File: src/rtl/rng_collector.sv
`default_nettype none
// ============================================================================
// Module      : rng_collector
// Description : Requester/consumer for a TRNG unit. Issues one-cycle sample
//               requests, packs four returned bytes (first byte in [31:24])
//               into a 32-bit word and buffers words in a first-word-fall-
//               through FIFO that a host drains with a valid/ready handshake.
//               A request left unanswered for TIMEOUT cycles raises a sticky
//               error and discards the partially assembled word.
// Ports       : CLK, RST (async, active high)     - clock / reset
//               ENABLE, CLEAR                     - run level / sync flush
//               RNG_EN, RNG_DATA, RNG_VALID       - TRNG request/response
//               WORD_OUT, WORD_VALID, WORD_READY  - host FIFO read port
//               COUNT, TIMEOUT_ERR                - FIFO fill level / error
// Revision    : 1.0 - initial release
// ============================================================================
module rng_collector #(
    parameter int FIFO_DEPTH = 8,      // power of two, >= 2
    parameter int TIMEOUT    = 65535   // >= 2
) (
    input  logic                          CLK,
    input  logic                          RST,
    input  logic                          ENABLE,
    input  logic                          CLEAR,
    output logic                          RNG_EN,
    input  logic [15:0]                   RNG_DATA,
    input  logic                          RNG_VALID,
    output logic [31:0]                   WORD_OUT,
    output logic                          WORD_VALID,
    input  logic                          WORD_READY,
    output logic [$clog2(FIFO_DEPTH):0]   COUNT,
    output logic                          TIMEOUT_ERR
);

    localparam int c_PW = $clog2(FIFO_DEPTH);
    localparam int c_CW = c_PW + 1;
    localparam int c_TW = $clog2(TIMEOUT);

    localparam logic [c_CW-1:0] c_FULL       = c_CW'(FIFO_DEPTH);
    localparam logic [c_TW-1:0] c_TIMER_LAST = c_TW'(TIMEOUT - 1);

    typedef enum logic [1:0] {
        S_IDLE = 2'd0,
        S_REQ  = 2'd1,
        S_WAIT = 2'd2
    } state_t;

    state_t            r_state;
    state_t            w_state_next;
    logic              r_rng_en;
    logic [c_TW-1:0]   r_timer;
    logic [31:0]       r_asm;
    logic [1:0]        r_byte_cnt;
    logic              r_err;

    logic [31:0]       r_mem [FIFO_DEPTH];
    logic [c_PW-1:0]   r_rd_ptr;
    logic [c_PW-1:0]   r_wr_ptr;
    logic [c_CW-1:0]   r_count;

    logic              w_capture;
    logic              w_timeout;
    logic              w_push;
    logic              w_pop;
    logic [31:0]       w_word;
    logic              w_unused;

    // Upper half of the sample bus carries nothing of interest.
    assign w_unused = ^RNG_DATA[15:8];

    // ------------------------------------------------------------------
    // Next-state logic. CLEAR overrides everything, which also drops any
    // RNG_VALID arriving in the same cycle.
    // ------------------------------------------------------------------
    always_comb begin
        w_state_next = r_state;
        w_capture    = 1'b0;
        w_timeout    = 1'b0;
        if (CLEAR) begin
            w_state_next = S_IDLE;
        end else begin
            case (r_state)
                S_IDLE: begin
                    // Fullness is checked before every request, so the word
                    // being assembled always has a free slot when it lands.
                    if (ENABLE && (r_count < c_FULL)) begin
                        w_state_next = S_REQ;
                    end
                end
                S_REQ: begin
                    w_state_next = S_WAIT;
                end
                S_WAIT: begin
                    if (RNG_VALID) begin
                        w_capture    = 1'b1;
                        w_state_next = S_IDLE;
                    end else if (r_timer == c_TIMER_LAST) begin
                        w_timeout    = 1'b1;
                        w_state_next = S_IDLE;
                    end
                end
                default: begin
                    w_state_next = S_IDLE;
                end
            endcase
        end
    end

    assign w_word     = {r_asm[23:0], RNG_DATA[7:0]};
    assign w_push     = w_capture && (r_byte_cnt == 2'd3);
    assign WORD_VALID = (r_count != '0);
    assign w_pop      = WORD_VALID && WORD_READY;

    // ------------------------------------------------------------------
    // Control state, assembly register and error flag.
    // RNG_EN comes straight from a flop loaded with "next state is REQ",
    // so the request pulse is glitch-free and exactly one cycle wide.
    // ------------------------------------------------------------------
    always_ff @(posedge CLK or posedge RST) begin
        if (RST) begin
            r_state    <= S_IDLE;
            r_rng_en   <= 1'b0;
            r_timer    <= '0;
            r_asm      <= '0;
            r_byte_cnt <= '0;
            r_err      <= 1'b0;
        end else begin
            r_state  <= w_state_next;
            r_rng_en <= (w_state_next == S_REQ);
            if (CLEAR) begin
                r_timer    <= '0;
                r_asm      <= '0;
                r_byte_cnt <= '0;
                r_err      <= 1'b0;
            end else begin
                if (r_state == S_REQ) begin
                    r_timer <= '0;
                end else if (r_state == S_WAIT) begin
                    r_timer <= r_timer + 1'b1;
                end
                if (w_capture) begin
                    r_asm      <= w_word;
                    r_byte_cnt <= r_byte_cnt + 2'd1;
                end else if (w_timeout) begin
                    r_asm      <= '0;
                    r_byte_cnt <= '0;
                    r_err      <= 1'b1;
                end
            end
        end
    end

    // ------------------------------------------------------------------
    // FIFO pointers and fill level. Pointers wrap naturally because the
    // depth is a power of two.
    // ------------------------------------------------------------------
    always_ff @(posedge CLK or posedge RST) begin
        if (RST) begin
            r_rd_ptr <= '0;
            r_wr_ptr <= '0;
            r_count  <= '0;
        end else if (CLEAR) begin
            r_rd_ptr <= '0;
            r_wr_ptr <= '0;
            r_count  <= '0;
        end else begin
            if (w_push) begin
                r_wr_ptr <= r_wr_ptr + 1'b1;
            end
            if (w_pop) begin
                r_rd_ptr <= r_rd_ptr + 1'b1;
            end
            case ({w_push, w_pop})
                2'b10:   r_count <= r_count + 1'b1;
                2'b01:   r_count <= r_count - 1'b1;
                default: r_count <= r_count;
            endcase
        end
    end

    // Storage needs no reset: it is only visible through a non-empty FIFO.
    always_ff @(posedge CLK) begin
        if (w_push) begin
            r_mem[r_wr_ptr] <= w_word;
        end
    end

    assign WORD_OUT    = WORD_VALID ? r_mem[r_rd_ptr] : 32'h0;
    assign RNG_EN      = r_rng_en;
    assign COUNT       = r_count;
    assign TIMEOUT_ERR = r_err;

endmodule
`default_nettype wire

File: config.mk
export PLATFORM = sky130hd
export DESIGN_NAME = rng_collector
export DESIGN_NICKNAME = d
export VERILOG_FILES = /design/src/rtl/rng_collector.sv
export SDC_FILE = /design/constraint.sdc
export NUM_CORES = 1
export LEC_CHECK = 0
export ABC_AREA = 0
export CAP_MARGIN = 20
export CORE_ASPECT_RATIO = 1.5
export CORE_MARGIN = 4
export CORE_UTILIZATION = 60
export DETAILED_ROUTE_END_ITERATION = 6
export HOLD_SLACK_MARGIN = 0.06
export MAX_ROUTING_LAYER = met4
export PLACE_DENSITY = 0.79
export SYNTH_ARGS = -nofsm -noshare
export SYNTH_HDL_FRONTEND = slang
export SYNTH_SLANG_ARGS = --single-unit
File: constraint.sdc
create_clock -name CLK -period 5.95 [get_ports CLK]
set_input_delay 0.8925 -clock CLK [delete_from_list [all_inputs] [get_ports CLK]]
set_output_delay 0.8925 -clock CLK [all_outputs]
set_load 0.01 [all_outputs]
Word level (Yosys, flattened, before mapping):

Memory sizes are Yosys's and may differ from the RTL's.
Cells that the tools add are included.

* reduce and logical (&&, ||, !) cells: 12
* muxes and demuxes: 33
* add/subtract/negate cells: 6
* equality and inequality tests: 8
* magnitude comparators: 1

Operators with widths (number)
* 2-to-1 mux 24 bit: 3
* 2-to-1 mux 16 bit: 3
* 2-to-1 mux 32 bit: 1
* adder 16 x 1 -> 16 bit, second input constant: 1
* equality test 16 bit, second input constant: 1
* 2-to-1 mux 2 bit: 7
* 2-to-1 mux 1 bit: 12
* 2-to-1 mux 3 bit: 4
* nonzero test 3 bit: 3
* one-hot mux 4 bit (2 select lines): 1
* adder 3 x 1 -> 3 bit, second input constant: 2
* equality test 2 x 1 -> 1 bit, second input constant: 3
* equality test 2 bit, second input constant: 3
* one-hot mux 2 bit (3 select lines): 1
* nonzero test 2 bit: 3
* adder 4 x 1 -> 4 bit, second input constant: 1
* < comparator 4 bit, second input constant: 1
* 2-to-1 mux 4 bit: 1
* nonzero test 4 bit: 1
* subtractor 4 x 1 -> 4 bit, second input constant: 1
* logical AND 1 bit: 3
* adder 2 x 1 -> 2 bit, second input constant: 1
* zero test 2 bit: 1
* inequality test 2 bit, second input constant: 1
* AND reduction 2 bit: 1

* logic and storage cells: 70
* input port bits: 22
* register bits after elaboration: 56
* output and inout bits: 39
* bits in writable memories: 256
* memories kept: 1

Memories
* r_mem: depth 8, width 32, rd ports 1, clocked after Yosys merged registers in 0, write ports 1, RTL line 56 `logic [31:0] r_mem [FIFO_DEPTH];`

Longest topological paths before layout:

Gate-level depths: netlist of run 1.

* depth in word-level cells: 8
* gate-level depth with buffers: 10
* gate-level depth less buffers: 8

Worst setup path before layout of run 1:

No wires, ideal clock.

* path kind: input port to flip-flop
* start: in CLEAR
* end: mem r_mem[0][0] (enable)
* stages: 5
* required time: 5.448 ns
* setup time: 0.502 ns
* path buffers: 2
* slack: 0.689 ns
* data arrival time: 4.759 ns
* path through: buf_2 > nor4bb_1 > buf_2 > nand2_1 > nor4_1

* longest elaborated chain between the ends: 4

Ends and longest elaborated chain
* start, declared: RTL line 24 `input logic CLEAR,`
* 2-to-1 mux 1 bit: RTL line 79 `if (CLEAR) begin`
* logical AND 1 bit: RTL line 110 `assign w_push = w_capture && (r_byte_cnt == 2'd3);`
* 2-to-1 mux 1 bit: RTL line 183 `if (w_push) begin`
* 2-to-1 mux 1 bit (implied by the code): RTL line 184 `r_mem[r_wr_ptr] <= w_word;`
* end, declared: RTL line 56

No other way between the ends.

Final worst setup path of run 1:

* start: reg r_rd_ptr[1]
* end: out WORD_OUT[16]

* longest elaborated chain between the ends: 2

Ends and longest elaborated chain
* start, declared: RTL line 57 `logic [c_PW-1:0] r_rd_ptr;`
* start signal, assigned: RTL line 171 `r_rd_ptr <= r_rd_ptr + 1'b1;`
* memory read (8 x 32 bit)
* 2-to-1 mux 32 bit: RTL line 188 `assign WORD_OUT = WORD_VALID ? r_mem[r_rd_ptr] : 32'h0;`
* end, declared: RTL line 28 `output logic [31:0] WORD_OUT,`

No other way between the ends.

==> impl_metrics.env, run 1 <==
export IMPL_gp_congestion=0.8298
export IMPL_grt_usage=0.2282
export IMPL_rsz0062_at_grt="no"
export IMPL_grt_remaining_overflow=0
export IMPL_synthTopCellsByArea="edfxtp_1 (62%), mux4_2 (12%), dfrtp_1 (11%)"
export IMPL_yosysTopAreaCell="edfxtp_1"
export IMPL_cts_sinks=312
export IMPL_r2r_start="r_state[0]"
export IMPL_power_uw=5035
export IMPL_swShare=0.2525
export IMPL_rows=64
export IMPL_seq_power_share=0.494
export IMPL_slew_headroom=0.2916
export IMPL_antenna_cells=0
export IMPL_postRouteAntennaNets=0
export IMPL_wirelength_mm=24.60
export IMPL_clk_path_buf_depth=3
export IMPL_ir_drop_uv=313.8
export IMPL_hold_buffers=0
export IMPL_die_w_um=125.3
export IMPL_final_cell_mix="edfxtp_1 (256), mux4_2 (64), dfrtp_1 (53)"
export IMPL_hold_path_class="reg -> reg"
export IMPL_antenna_found_initial=0
export IMPL_crit_end="WORD_OUT[16]"
export IMPL_cts_resized=0
export IMPL_cts_tree="yes"
export IMPL_r2r_cells=5
export IMPL_max_stage_delay_ps=1050
export IMPL_period_share=0.6963
export IMPL_clkTransAtPathRegs_ps=60
export IMPL_coreArea_mm2=0.02034
export IMPL_crit_type="reg -> out"
export IMPL_synth_xor_area_frac=0.008481
export IMPL_slowest_stage="dfrtp_2"
export IMPL_clk_latency_ps=530
export IMPL_die_area_mm2=0.02307
export IMPL_leakage_uw=0.004727
export IMPL_synth_top_family_by_area="multiplexers"
export IMPL_grt_pass1_vias=7047
export IMPL_finalHoldViolCount=0
export IMPL_path_cells="buf_4, mux4_2, mux2i_1, nor2_1, clkdlybuf4s50_1"
export IMPL_postCtsSetupBuffers=0
export IMPL_setup_tns_ps=0
export IMPL_async_reset_ff_frac=0.1795
export IMPL_crit_family="flip-flops"
export IMPL_ys_ff_latch=312
export IMPL_synth_edf_count=256
export IMPL_status="complete, no violations"
export IMPL_critPathLaunch="r_rd_ptr[1]"
export IMPL_synthAdderAreaFrac=0.007067
export IMPL_path_depth=5
export IMPL_port_buffers=52
export IMPL_grt_max_degree=57
export IMPL_setup_viol=0
export IMPL_yosysSeqAreaShare=0.7334
export IMPL_startpoint_type="flop"
export IMPL_cp_required_ps=5060
export IMPL_power_density_mw_per_mm2=356.5
export IMPL_pin_count=61
export IMPL_fill_cells=1279
export IMPL_firstDrtPassIters=5
export IMPL_area_delta_synth_final_pct=13.96
export IMPL_critPathCaptureType="output port"
export IMPL_drt_iter0_drc=597
export IMPL_cts_root_buf="clkbuf_16"
export IMPL_arrival_ps=3250
export IMPL_clock_skew_ps=17.33
export IMPL_routedWlPerCell_um=24.46
export IMPL_cap_violations=0
export IMPL_nets=750
export IMPL_die_y_um=184.0
export IMPL_post_synth_cell_area_avg_um2=18.66
export IMPL_drive_gt1_frac=0.1860
export IMPL_synth_main_ff_cell="edfxtp_1"
export IMPL_worst_path_buf_inv=2
export IMPL_viasPerCell=6.397
export IMPL_synthDistinctLibCells=53
export IMPL_synth_top_area_share=0.6203
export IMPL_ys_warn_count=0
export IMPL_initial_utilization=0.6093
export IMPL_synth_net_count=693
export IMPL_tightest_slew_ps=1063
export IMPL_mostFrequentLayoutCell="edfxtp_1"
export IMPL_r2r_end="r_mem[6][18]"
export IMPL_muxShareOfSynthArea=0.1431
export IMPL_final_min_clock_period_ps=4143
export IMPL_synth_compound_area_share=0.03988
export IMPL_num_vias=6435
export IMPL_place_hpwl_mm=14.06
export IMPL_min_from="r_byte_cnt[1]"
export IMPL_clock_fmax_mhz=241.4
export IMPL_cts_made_buffers=27
export IMPL_synth_cells=664
export IMPL_maxSlewViolCount=0
export IMPL_internal_power_uw=3764
export IMPL_htree_levels=1
export IMPL_grt_pass1_wl_mm=39.76
export IMPL_syn_cell_area_mm2=0.01239
export IMPL_critPathMaxFanout=41
export IMPL_power_switching_uw=1271
export IMPL_combPwrFrac=0.178
export IMPL_synth_simple_area_share=0.05199
export IMPL_drc_errors=0
export IMPL_rrSetupSlack_ps=2820
export IMPL_clkPwrFrac=0.328
==> layout make-up <==
| type | instances | area, um2 | area share |
|---|---|---|---|
| clock buffers | 38 | 737.0 | 0.05218 |
| clock inverters | 12 | 91.34 | 0.006467 |
| inverters | 6 | 22.52 | 0.001595 |
| multi-input cells | 307 | 3177 | 0.2249 |
| flip-flops and latches | 312 | 9095 | 0.6440 |
| well taps | 264 | 330.3 | 0.02339 |
| repair buffers | 67 | 670.6 | 0.04748 |
==> stage by stage <==
| stage | instances | setup WS, ps | cell area, um2 | hold WS (ps) | util |
|---|---|---|---|---|---|
| finish | 1006 | 1807 | 14120 | 509.6 | 0.6944 |
| global route | 1006 | 1579 | 14120 | 537.8 | 0.6944 |
| CTS | 1006 | 1732 | 14120 | 509.7 | 0.6944 |
| detailed placement | 956 | 1566 | 13300 | 495.4 | 0.6537 |
| global placement | 956 | 1681 | 13300 | 484.3 | 0.6537 |
| floorplan | 664 | 689.1 | 12390 | 470.1 | - |
==> layer usage <==
layer / part of all wire / GRT usage / vias up / wire, um
met3: 0.052 / 0.02616 / 41 / 1272
li1: - / - / 2768 / -
met1: 0.38 / 0.2922 / 3389 / 9438
met5: 0 / - / - / 0
met2: 0.54 / 0.3950 / 237 / 13330
met4: 0.023 / 0.06163 / 0 / 566
==> cell families (layout without fill, tap and decap cells) <==
logic type / after synthesis / after routing
xor+xnor: 12 / 12
mux: 97 / 97
fa+ha+maj: 7 / 7
flops: 312 / 312
compound gates: 62 / 62
simple gates: 129 / 129
buf+inv: 45 / 123
==> worst min path at each step <==
| stage | cells past startpoint | to | slack, ps |
|---|---|---|---|
| finish | 1 | r_byte_cnt[1] | 510 |
| global route | 1 | TIMEOUT_ERR | 540 |
| CTS | 1 | r_byte_cnt[1] | 510 |
| detailed placement | 1 | r_byte_cnt[1] | 500 |
| global placement | 1 | TIMEOUT_ERR | 480 |
| floorplan | 1 | r_byte_cnt[1] | 470 |
==> power groups by stage <==
stage,Sequential (uW),Clock [uW],Combinational [uW]
floorplan,2440,0,662
detailed placement,2540,0,906
CTS,2490,1680,913
global placement,2530,0,884
finish,2490,1650,895
global route,2500,1780,973
==> state kept, by name, summed over array words and instances (netlist names) <==
signal	count
r_byte_cnt	2
COUNT	4
RNG_EN	1
r_state	2
r_mem	256
r_timer	16
TIMEOUT_ERR	1
r_asm	24
r_wr_ptr	3
r_rd_ptr	3
==> cell usage after synthesis, types with 8 or more instances <==
library cell and n:
edfxtp_1 256, clkbuf_1 16, dfrtp_1 56, xor2_1 10
nor2_1 54, buf_2 16, nand3_1 12, mux2i_1 32
nand2_1 16, a21oi_1 10, nor3_1 8, a22o_1 26
mux4_2 64
==> worst register-to-register path: stages, from the launching register on <==
cell and delay [ps]:
dfrtp_1 510, nor4bb_4 310, buf_4 450, nand2_1 340, nor3_2 900, buf_12 300
(Power assumes the default switching activity.)
==> run 2, diff against run 1 <==
--- a/config.mk
+++ b/config.mk
@@ -9,11 +9,11 @@
 export CAP_MARGIN = 20
 export CORE_ASPECT_RATIO = 1.5
 export CORE_MARGIN = 4
-export CORE_UTILIZATION = 60
+export CORE_UTILIZATION = 54
 export DETAILED_ROUTE_END_ITERATION = 6
 export HOLD_SLACK_MARGIN = 0.06
 export MAX_ROUTING_LAYER = met4
-export PLACE_DENSITY = 0.79
+export PLACE_DENSITY = 0.76
 export SYNTH_ARGS = -nofsm -noshare
 export SYNTH_HDL_FRONTEND = slang
 export SYNTH_SLANG_ARGS = --single-unit
==> constraint.sdc (replaced) <==
create_clock -name CLK -period 3.3 [get_ports CLK]
set_input_delay 0.495 -clock CLK [delete_from_list [all_inputs] [get_ports CLK]]
set_output_delay 0.495 -clock CLK [all_outputs]
set_load 0.01 [all_outputs]
==> impl_metrics.env, run 2 (same netlist as run 1, synthesis figures left out) <==
export IMPL_fill_cells=1503
export IMPL_drc_errors=0
export IMPL_final_min_clock_period_ps=3149
export IMPL_dp_cells=979
export IMPL_viasPerCell=6.143
export IMPL_status="complete, no violations"
export IMPL_cts_tree="yes"
export IMPL_critPathCaptureType="output port"
export IMPL_area_delta_synth_final_pct=15.44
export IMPL_tightest_slew_ps=714.2
export IMPL_cts_made_buffers=27
export IMPL_grt_max_degree=35
export IMPL_die_w_um=131.7
export IMPL_grt_usage=0.2003
export IMPL_power_density_mw_per_mm2=633.2
export IMPL_num_vias=6321
export IMPL_antenna_found_initial=0
export IMPL_hold_buffers=0
export IMPL_cts_root_buf="clkbuf_16"
export IMPL_die_area_mm2=0.02549
export IMPL_routedWlPerCell_um=23.76
export IMPL_die_y_um=193.5
export IMPL_top_regs="r_mem: 256 flops, r_asm: 24 flops, r_timer: 16 flops"
export IMPL_top_register="r_mem"
export IMPL_cap_violations=0
export IMPL_gp_congestion=0.8299
export IMPL_cts_sinks=312
export IMPL_port_buffers=52
export IMPL_grt_pass1_vias=6818
export IMPL_firstDrtPassIters=5
export IMPL_setup_tns_ps=0
export IMPL_largest_reg_flops=256
export IMPL_multiInputGateArea_mm2=0.003192
export IMPL_initial_utilization=0.5516
export IMPL_hold_worst_slack_ps=423.0
export IMPL_setup_viol=0
export IMPL_cp_required_ps=2800
export IMPL_wirelength_mm=24.45
export IMPL_antenna_cells=0
export IMPL_leakage_uw=0.004790
export IMPL_ir_drop_uv=495.8
export IMPL_grt_remaining_overflow=0
export IMPL_mostFrequentLayoutCell="edfxtp_1"
export IMPL_crit_type="reg -> out"
export IMPL_hold_path_class="in -> async"
export IMPL_slowest_stage="dfrtp_2"
export IMPL_max_stage_delay_ps=650
export IMPL_rsz0062_at_grt="no"
export IMPL_coreArea_mm2=0.02247
export IMPL_startpoint_type="flop"
export IMPL_clock_skew_ps=20.87
export IMPL_place_hpwl_mm=14.14
export IMPL_maxSlewViolCount=0
export IMPL_drt_iter0_drc=642
export IMPL_critPathMaxFanout=16
export IMPL_clk_path_buf_depth=3
export IMPL_slew_headroom=0.5231
export IMPL_clkTransAtPathRegs_ps=70
export IMPL_pin_count=61
export IMPL_htree_levels=1
export IMPL_clock_fmax_mhz=317.6
export IMPL_rows=67
export IMPL_arrival_ps=2650
export IMPL_postRouteAntennaNets=0
export IMPL_grt_pass1_wl_mm=39.13
export IMPL_final_cell_mix="edfxtp_1 (256), mux4_2 (64), dfrtp_1 (53)"
export IMPL_finalHoldViolCount=0
export IMPL_path_cells="buf_4, mux4_2, mux2i_1, nor2_1, clkdlybuf4s50_1"
export IMPL_instances_no_fill=1029
export IMPL_clk_latency_ps=530
export IMPL_seqCellArea_mm2=0.009095
export IMPL_nets=761
export IMPL_postCtsSetupBuffers=0
export IMPL_period_share=0.9542
export IMPL_drive_gt1_frac=0.1965
export IMPL_cts_resized=0
## run 2: cell types whose count changed in the layout (fill, tap and decap cells not counted), sizes merged
cell      previous run  this run
clkinv              10        13
clkinvlp             0         2
buf                 15        26
inv                  7         8
clkbuf              38        32
## run 2: layout make-up
class,count,area share
timing repair buffer,78,0.05790
sequential,312,0.6357
clock inverter,18,0.008309
inverter,6,0.001574
clock buffer,32,0.04924
tap,276,0.02414
multi-input combinational,307,0.2231
## run 2: worst paths after layout
check                         startpoint            end  slack (ps)  depth (start not counted)
setup / recovery             r_rd_ptr[1]   WORD_OUT[23]         150                          5
hold / removal                       RST       r_asm[8]         420                          2
setup reg to reg                COUNT[0]       COUNT[3]         620                          7
hold reg to reg            r_byte_cnt[1]  r_byte_cnt[1]         520                          1
max in group asynchronous            RST      r_asm[22]        2270                          3
min in group CLK           r_byte_cnt[1]  r_byte_cnt[1]         520                          1
## run 2: critical path, delay by kind of cell (launching register included)
family / cells / cell delay [ps]
simple gates: 1 / 70
flops: 1 / 650
mux: 2 / 600
buf+inv: 2 / 800
## run 2: where the power goes
group / internal [uW] / switching, uW
Sequential: 4280 / 100
Combinational: 912 / 834
Clock: 1610 / 1330
## run 2: per-stage QoR
| stage | total power, uW | worst slack, ps | util | area [um2] |
|---|---|---|---|---|
| 4_1_cts | 9158 | 115.4 | 0.6368 | 14310 |
| 3_3_place_gp | 6205 | 324.0 | 0.6001 | 13480 |
| 5_1_grt | 9457 | 58.86 | 0.6368 | 14310 |
| 6_report | 9059 | 151.0 | 0.6368 | 14310 |
| 3_5_place_dp | 6249 | 223.8 | 0.6001 | 13480 |
| 2_1_floorplan | 5594 | -718.6 | - | 12400 |
## run 2: per-layer routing
layer | track usage | wire length, um | up-vias | part of all wire
li1 | - | - | 2791 | -
met1 | 0.2575 | 9466 | 3304 | 0.39
met2 | 0.3474 | 13400 | 196 | 0.55
met3 | 0.02261 | 1179 | 30 | 0.048
met4 | 0.04671 | 400 | 0 | 0.016
met5 | - | 0 | - | 0
